==> src/rtl/hdmi_sync_gen_if.sv <==
// Signal bundle between the video analyzer / downstream consumers and the HDMI timing generator.
// The generator sits on the slave side; the master drives mode/vreset and observes timing.
interface hdmi_sync_gen_if;
    logic [1:0] mode;
    logic       vreset;
    logic [9:0] x;
    logic [9:0] y;
    logic       hs;
    logic       vs;
    logic       de;
    logic       frame_start;
    logic       pal;

    modport master (
        output mode, vreset,
        input  x, y, hs, vs, de, frame_start, pal
    );

    modport slave (
        input  mode, vreset,
        output x, y, hs, vs, de, frame_start, pal
    );
endinterface

==> src/rtl/hdmi_sync_gen.sv <==
// 720-wide progressive timing generator (576p50 / 480p60) with vreset realignment to the
// C64 source. All outputs are registered and decoded from the next-state counters.
module hdmi_sync_gen #(
    parameter bit SYNC_POL = 1'b0
) (
    input logic           clk,
    input logic           reset,
    hdmi_sync_gen_if.slave bus
);
    localparam logic [9:0] H_ACT = 10'd720;

    logic [9:0] x_q, x_d;
    logic [9:0] y_q, y_d;
    logic       pal_q, pal_d;
    logic       hs_q, hs_d;
    logic       vs_q, vs_d;
    logic       de_q, de_d;
    logic       fs_q, fs_d;

    logic [9:0] h_last, v_last;
    logic [9:0] hs_b, hs_e, vs_b, vs_e, v_act;
    logic       line_end, frame_end;

    always_comb begin
        h_last    = pal_q ? 10'd863 : 10'd857;
        v_last    = pal_q ? 10'd624 : 10'd524;
        // >= rather than == so a counter can never run past its total
        line_end  = (x_q >= h_last);
        frame_end = line_end && (y_q >= v_last);

        x_d   = x_q + 10'd1;
        y_d   = y_q;
        pal_d = pal_q;
        if (bus.vreset || frame_end) begin
            x_d   = 10'd0;
            y_d   = 10'd0;
            pal_d = (bus.mode != 2'd0);
        end else if (line_end) begin
            x_d = 10'd0;
            y_d = y_q + 10'd1;
        end

        // Decode against the set the next cycle will be in, so a switch lands on x=0,y=0
        hs_b  = pal_d ? 10'd732 : 10'd736;
        hs_e  = pal_d ? 10'd795 : 10'd797;
        vs_b  = pal_d ? 10'd581 : 10'd489;
        vs_e  = pal_d ? 10'd585 : 10'd494;
        v_act = pal_d ? 10'd576 : 10'd480;

        hs_d = ((x_d >= hs_b) && (x_d <= hs_e)) ? SYNC_POL : ~SYNC_POL;
        vs_d = ((y_d >= vs_b) && (y_d <= vs_e)) ? SYNC_POL : ~SYNC_POL;
        de_d = (x_d < H_ACT) && (y_d < v_act);
        fs_d = (x_d == 10'd0) && (y_d == 10'd0);
    end

    always_ff @(posedge clk or posedge reset) begin
        if (reset) begin
            x_q   <= 10'd863;
            y_q   <= 10'd624;
            pal_q <= 1'b1;
            hs_q  <= ~SYNC_POL;
            vs_q  <= ~SYNC_POL;
            de_q  <= 1'b0;
            fs_q  <= 1'b0;
        end else begin
            x_q   <= x_d;
            y_q   <= y_d;
            pal_q <= pal_d;
            hs_q  <= hs_d;
            vs_q  <= vs_d;
            de_q  <= de_d;
            fs_q  <= fs_d;
        end
    end

    assign bus.x           = x_q;
    assign bus.y           = y_q;
    assign bus.pal         = pal_q;
    assign bus.hs          = hs_q;
    assign bus.vs          = vs_q;
    assign bus.de          = de_q;
    assign bus.frame_start = fs_q;
endmodule

==> src/flat_wrapper.sv <==
// flat-port wrapper written by rule: the top's interface ports become plain ports
module hdmi_sync_gen_flat 
#(
    parameter bit SYNC_POL = 1'b0
)
  (clk, reset, bus_mode, bus_vreset, bus_x, bus_y, bus_hs, bus_vs, bus_de, bus_frame_start, bus_pal);
  hdmi_sync_gen_if bus_i ();
  input logic clk;
  input logic reset;
  input wire logic [$bits(bus_i.mode)-1:0] bus_mode;
  input wire logic [$bits(bus_i.vreset)-1:0] bus_vreset;
  output wire logic [$bits(bus_i.x)-1:0] bus_x;
  output wire logic [$bits(bus_i.y)-1:0] bus_y;
  output wire logic [$bits(bus_i.hs)-1:0] bus_hs;
  output wire logic [$bits(bus_i.vs)-1:0] bus_vs;
  output wire logic [$bits(bus_i.de)-1:0] bus_de;
  output wire logic [$bits(bus_i.frame_start)-1:0] bus_frame_start;
  output wire logic [$bits(bus_i.pal)-1:0] bus_pal;
  assign bus_i.mode = bus_mode;
  assign bus_i.vreset = bus_vreset;
  assign bus_x = bus_i.x;
  assign bus_y = bus_i.y;
  assign bus_hs = bus_i.hs;
  assign bus_vs = bus_i.vs;
  assign bus_de = bus_i.de;
  assign bus_frame_start = bus_i.frame_start;
  assign bus_pal = bus_i.pal;
  hdmi_sync_gen #(.SYNC_POL(SYNC_POL)) u_core (.clk(clk), .reset(reset), .bus(bus_i));
endmodule
==> config.mk <==
export PLATFORM = sky130hd
export DESIGN_NAME = hdmi_sync_gen_flat
export DESIGN_NICKNAME = d
export VERILOG_FILES = /design/src/rtl/hdmi_sync_gen_if.sv /design/src/rtl/hdmi_sync_gen.sv /design/src/flat_wrapper.sv
export SDC_FILE = /design/constraint.sdc
export NUM_CORES = 1
export LEC_CHECK = 0
export ABC_AREA = 1
export CAP_MARGIN = 20
export CORE_MARGIN = 5
export CORE_UTILIZATION = 45
export DETAILED_ROUTE_END_ITERATION = 10
export PLACE_DENSITY = 0.74
export SYNTH_ARGS = -nofsm -noshare
export SYNTH_HDL_FRONTEND = slang
export SYNTH_SLANG_ARGS = --single-unit
==> constraint.sdc <==
create_clock -name clk -period 3.6 [get_ports clk]
set_input_delay 0.72 -clock clk [delete_from_list [all_inputs] [get_ports clk]]
set_output_delay 0.72 -clock clk [all_outputs]
set_load 0.005 [all_outputs]
==> flow_summary_export.csv <==
group,metric,value,unit
timing,tns,0,ps
yosys,synth-async-reset-ratio,100,%
timing,slew_headroom,74.2,%
hold_path,min_path_type,"reg2reg",
yosys,ys_seq_area_share,29.9,%
timing,finalWorstSetupSlack,395,ps
route,postRouteAntennaNets,0,
global_routing,grt_pass1_vias,1782,
critical_path,endpoint_kind,"register",
final_layout,regArea,644,um2
route,viasPerCell,4.89,
clock_tree,cts-root-buf,"clkbuf_8",
run_status,status,"completed",
global_routing,antenna_found_initial,0,
place,dp_slack,355,ps
power_and_ir_drop,power_density,220,nW/um2
final_layout,diodes,0,
route,drtIter0Drc,162,
final_layout,final_area,2570,um2
floorplanning,io_pins,30,
floorplanning,initial_utilization,45.9,%
clock_tree,cts_hold_buf,0,
clock_tree,post_cts_resized,0,
timing,whs,551,ps
final_layout,multi_input_area,1300,um2
global_routing,grt_pass1_wl,8460,um
place,place_area,2490,um2
power_and_ir_drop,clkPwrFrac,29.9,%
yosys,ys_seq_elements,25,
critical_path,regToRegSetupSlack,400,ps
floorplanning,core.rowCount,25,
power_and_ir_drop,p_sw,155,uW
timing,hold_viol,0,
final_layout,syn2layout_area_growth,19.3,%
yosys,synth_enable_flop_cells,0,
clock_tree,h-tree-depth,1,
critical_path,worst_ep_required_time,3810,ps
timing,slew_viol_final,0,
global_routing,grtUsageTotal,16.7,%
clock_tree,post_cts_buffers,0,
final_layout,fin_nets,359,
route,post_drt_wl_per_cell,12.9,um
floorplanning,die-area,6280,um2
clock_tree,clockBufferDepth,2,
timing,clock_skew,4.88,ps
flow_run,maxCapViolCount,0,
global_routing,grt_overflow,0,
global_routing,grt_max_degree,26,
floorplanning,die_h,79.2,um
final_layout,filler_cell_count,448,
place,io_buffers,29,
route,wirelength,4910,um
place,dpl.hpwl,4030,um
yosys,postSynthAreaPerCell,7.33,um2
hold_path,holdPathStages,2,
timing,grt_setup_unrepaired,"no",
final_layout,layout_commonest_cell,"nand2_1",
timing,period_needed,3200,ps
timing,worst_pin_slew,385,ps
yosys,synth_ff_type,"dfstp_2",
power_and_ir_drop,ir_drop,0.0945,mV
power_and_ir_drop,switching_share,27.4,%
final_layout,utilization,54.8,%
route,dr.pass1.iters,4,
critical_path,crit_arrival,3420,ps
route,drc,0,
clock_tree,cts_tree,"yes",
critical_path,crit_fanout,14,
critical_path,r2r_cells,18,
power_and_ir_drop,seqPwrFrac,52.5,%
floorplanning,core_area,4690,um2
yosys,ys_types,27,
timing,report.final.setup_viol,0,
clock_tree,clock_latency,270,ps
critical_path,worst_setup_path_start_kind,"register",
final_layout,layout_common_cells,"nand2_1, inv_1, nor2_1",
power_and_ir_drop,p_leak,0.00135,uW
route,vias,1862,
clock_tree,cts.sinks,25,
clock_tree,clk_pin_slew,90,ps
clock_tree,numCtsBuffers,3,
place,globalplace.congestion,0.843,
timing,period_share,89.0,%
timing,fmax,312,MHz
power_and_ir_drop,internal_power,411,uW
yosys,yosysWarnings,0,
critical_path,critical_path_class,"reg2reg",
power_and_ir_drop,pwr-share-comb,17.6,%
yosys,postSynthCellCount,294,
yosys,synth_area,2160,um2
floorplanning,die_x,79.2,um
yosys,synth_nets,325,
final_layout,drive_above_1_share,14.4,%
-- metal layers --
metal  track usage (%)  routed length [um]
met4              5.15                  41
met3              1.13                 174
met2              27.1                2320
met1              23.6                2370
met5                 0                   0
-- sequential cells by signal (all words and copies together), names as in the netlist --
name,count
u_core.bus.de,1
u_core.bus.frame_start,1
u_core.bus.hs,1
u_core.bus.pal,1
u_core.bus.vs,1
u_core.bus.x,10
u_core.bus.y,10
-- cell usage after synthesis (2+ instances only) --
cell     instances  area share, %
nor2_4           2            1.0
nand3_1         18            4.2
nor2_1          33            5.7
inv_1           45            7.8
buf_6            3            1.6
nand4_1          9            2.6
o21ai_1          2           0.46
nor3_1           6            1.4
nand3_2          2           0.93
inv_2            3           0.52
dfstp_2         15             18
nand2_1         76             13
o21ai_0          5            1.2
dfrtp_1         10             12
nor2_2           4            1.2
ha_1            26             15
a21oi_1          7            1.6
nand2_4          2            1.0
nand2_2          8            2.3
xor2_1          11            4.5
-- final cells by class --
cell class              count  share of cell area, %
multi-input cells         218                   50.5
clock buffers               3                   1.61
flip-flops and latches     25                   25.1
clock inverters             1                  0.292
inverters                  48                   7.01
repair buffers             32                   12.9
well taps                  54                   2.63
-- final timing paths --
path	startpoint	end
worst max-delay path	u_core.bus.pal$_DFF_PP1_	u_core.bus.vs$_DFF_PP1_
worst min-delay path	u_core.bus.x[9]$_DFF_PP1_	u_core.bus.x[9]$_DFF_PP1_
worst max register to register	u_core.bus.pal$_DFF_PP1_	u_core.bus.vs$_DFF_PP1_
worst min register to register	u_core.bus.x[9]$_DFF_PP1_	u_core.bus.x[9]$_DFF_PP1_
max in group asynchronous	reset	u_core.bus.y[4]$_DFF_PP1_
min in group asynchronous	reset	u_core.bus.de$_DFF_PP0_
-- power groups by stage --
stage	Combinational (uW)	Clock (uW)	Sequential [uW]
after CTS	98.3	177	298
after global routing	116	183	299
after floorplan	64.8	0	300
after global placement	93.7	0	303
final	99.5	169	298
after detailed placement	97.7	0	303
-- cells by family after synthesis --
kind of cell               share of synthesized area (%)
DFF                                                 29.9
and+or+nand+nor                                     35.5
adders and majority gates                           15.1
buffers and inverters                               9.92
AOI/OAI and AO/OA                                   4.76
xor gates and xnor gates                            4.88
-- through the flow --
stage	instances	power, uW
final	381	566
after global routing	381	597
after CTS	380	573
after detailed placement	376	400
after global placement	376	396
after floorplan	294	365
-- critical path, cell delays in order, from the launching register on --
cell and delay, ps:
dfstp_2 570, inv_1 120, ha_1 310, nand2_1 50
nand2_1 80, nand3_4 140, nand4_4 110, nand2_4 190
inv_1 70, o21ai_0 220, inv_1 230, ha_1 350
nand3_1 110, nand2_1 60, nor2_1 120, inv_1 70
a211oi_1 190, nand2_1 80, nand4_1 70
No activity file was read; power rests on OpenSTA's default activity.
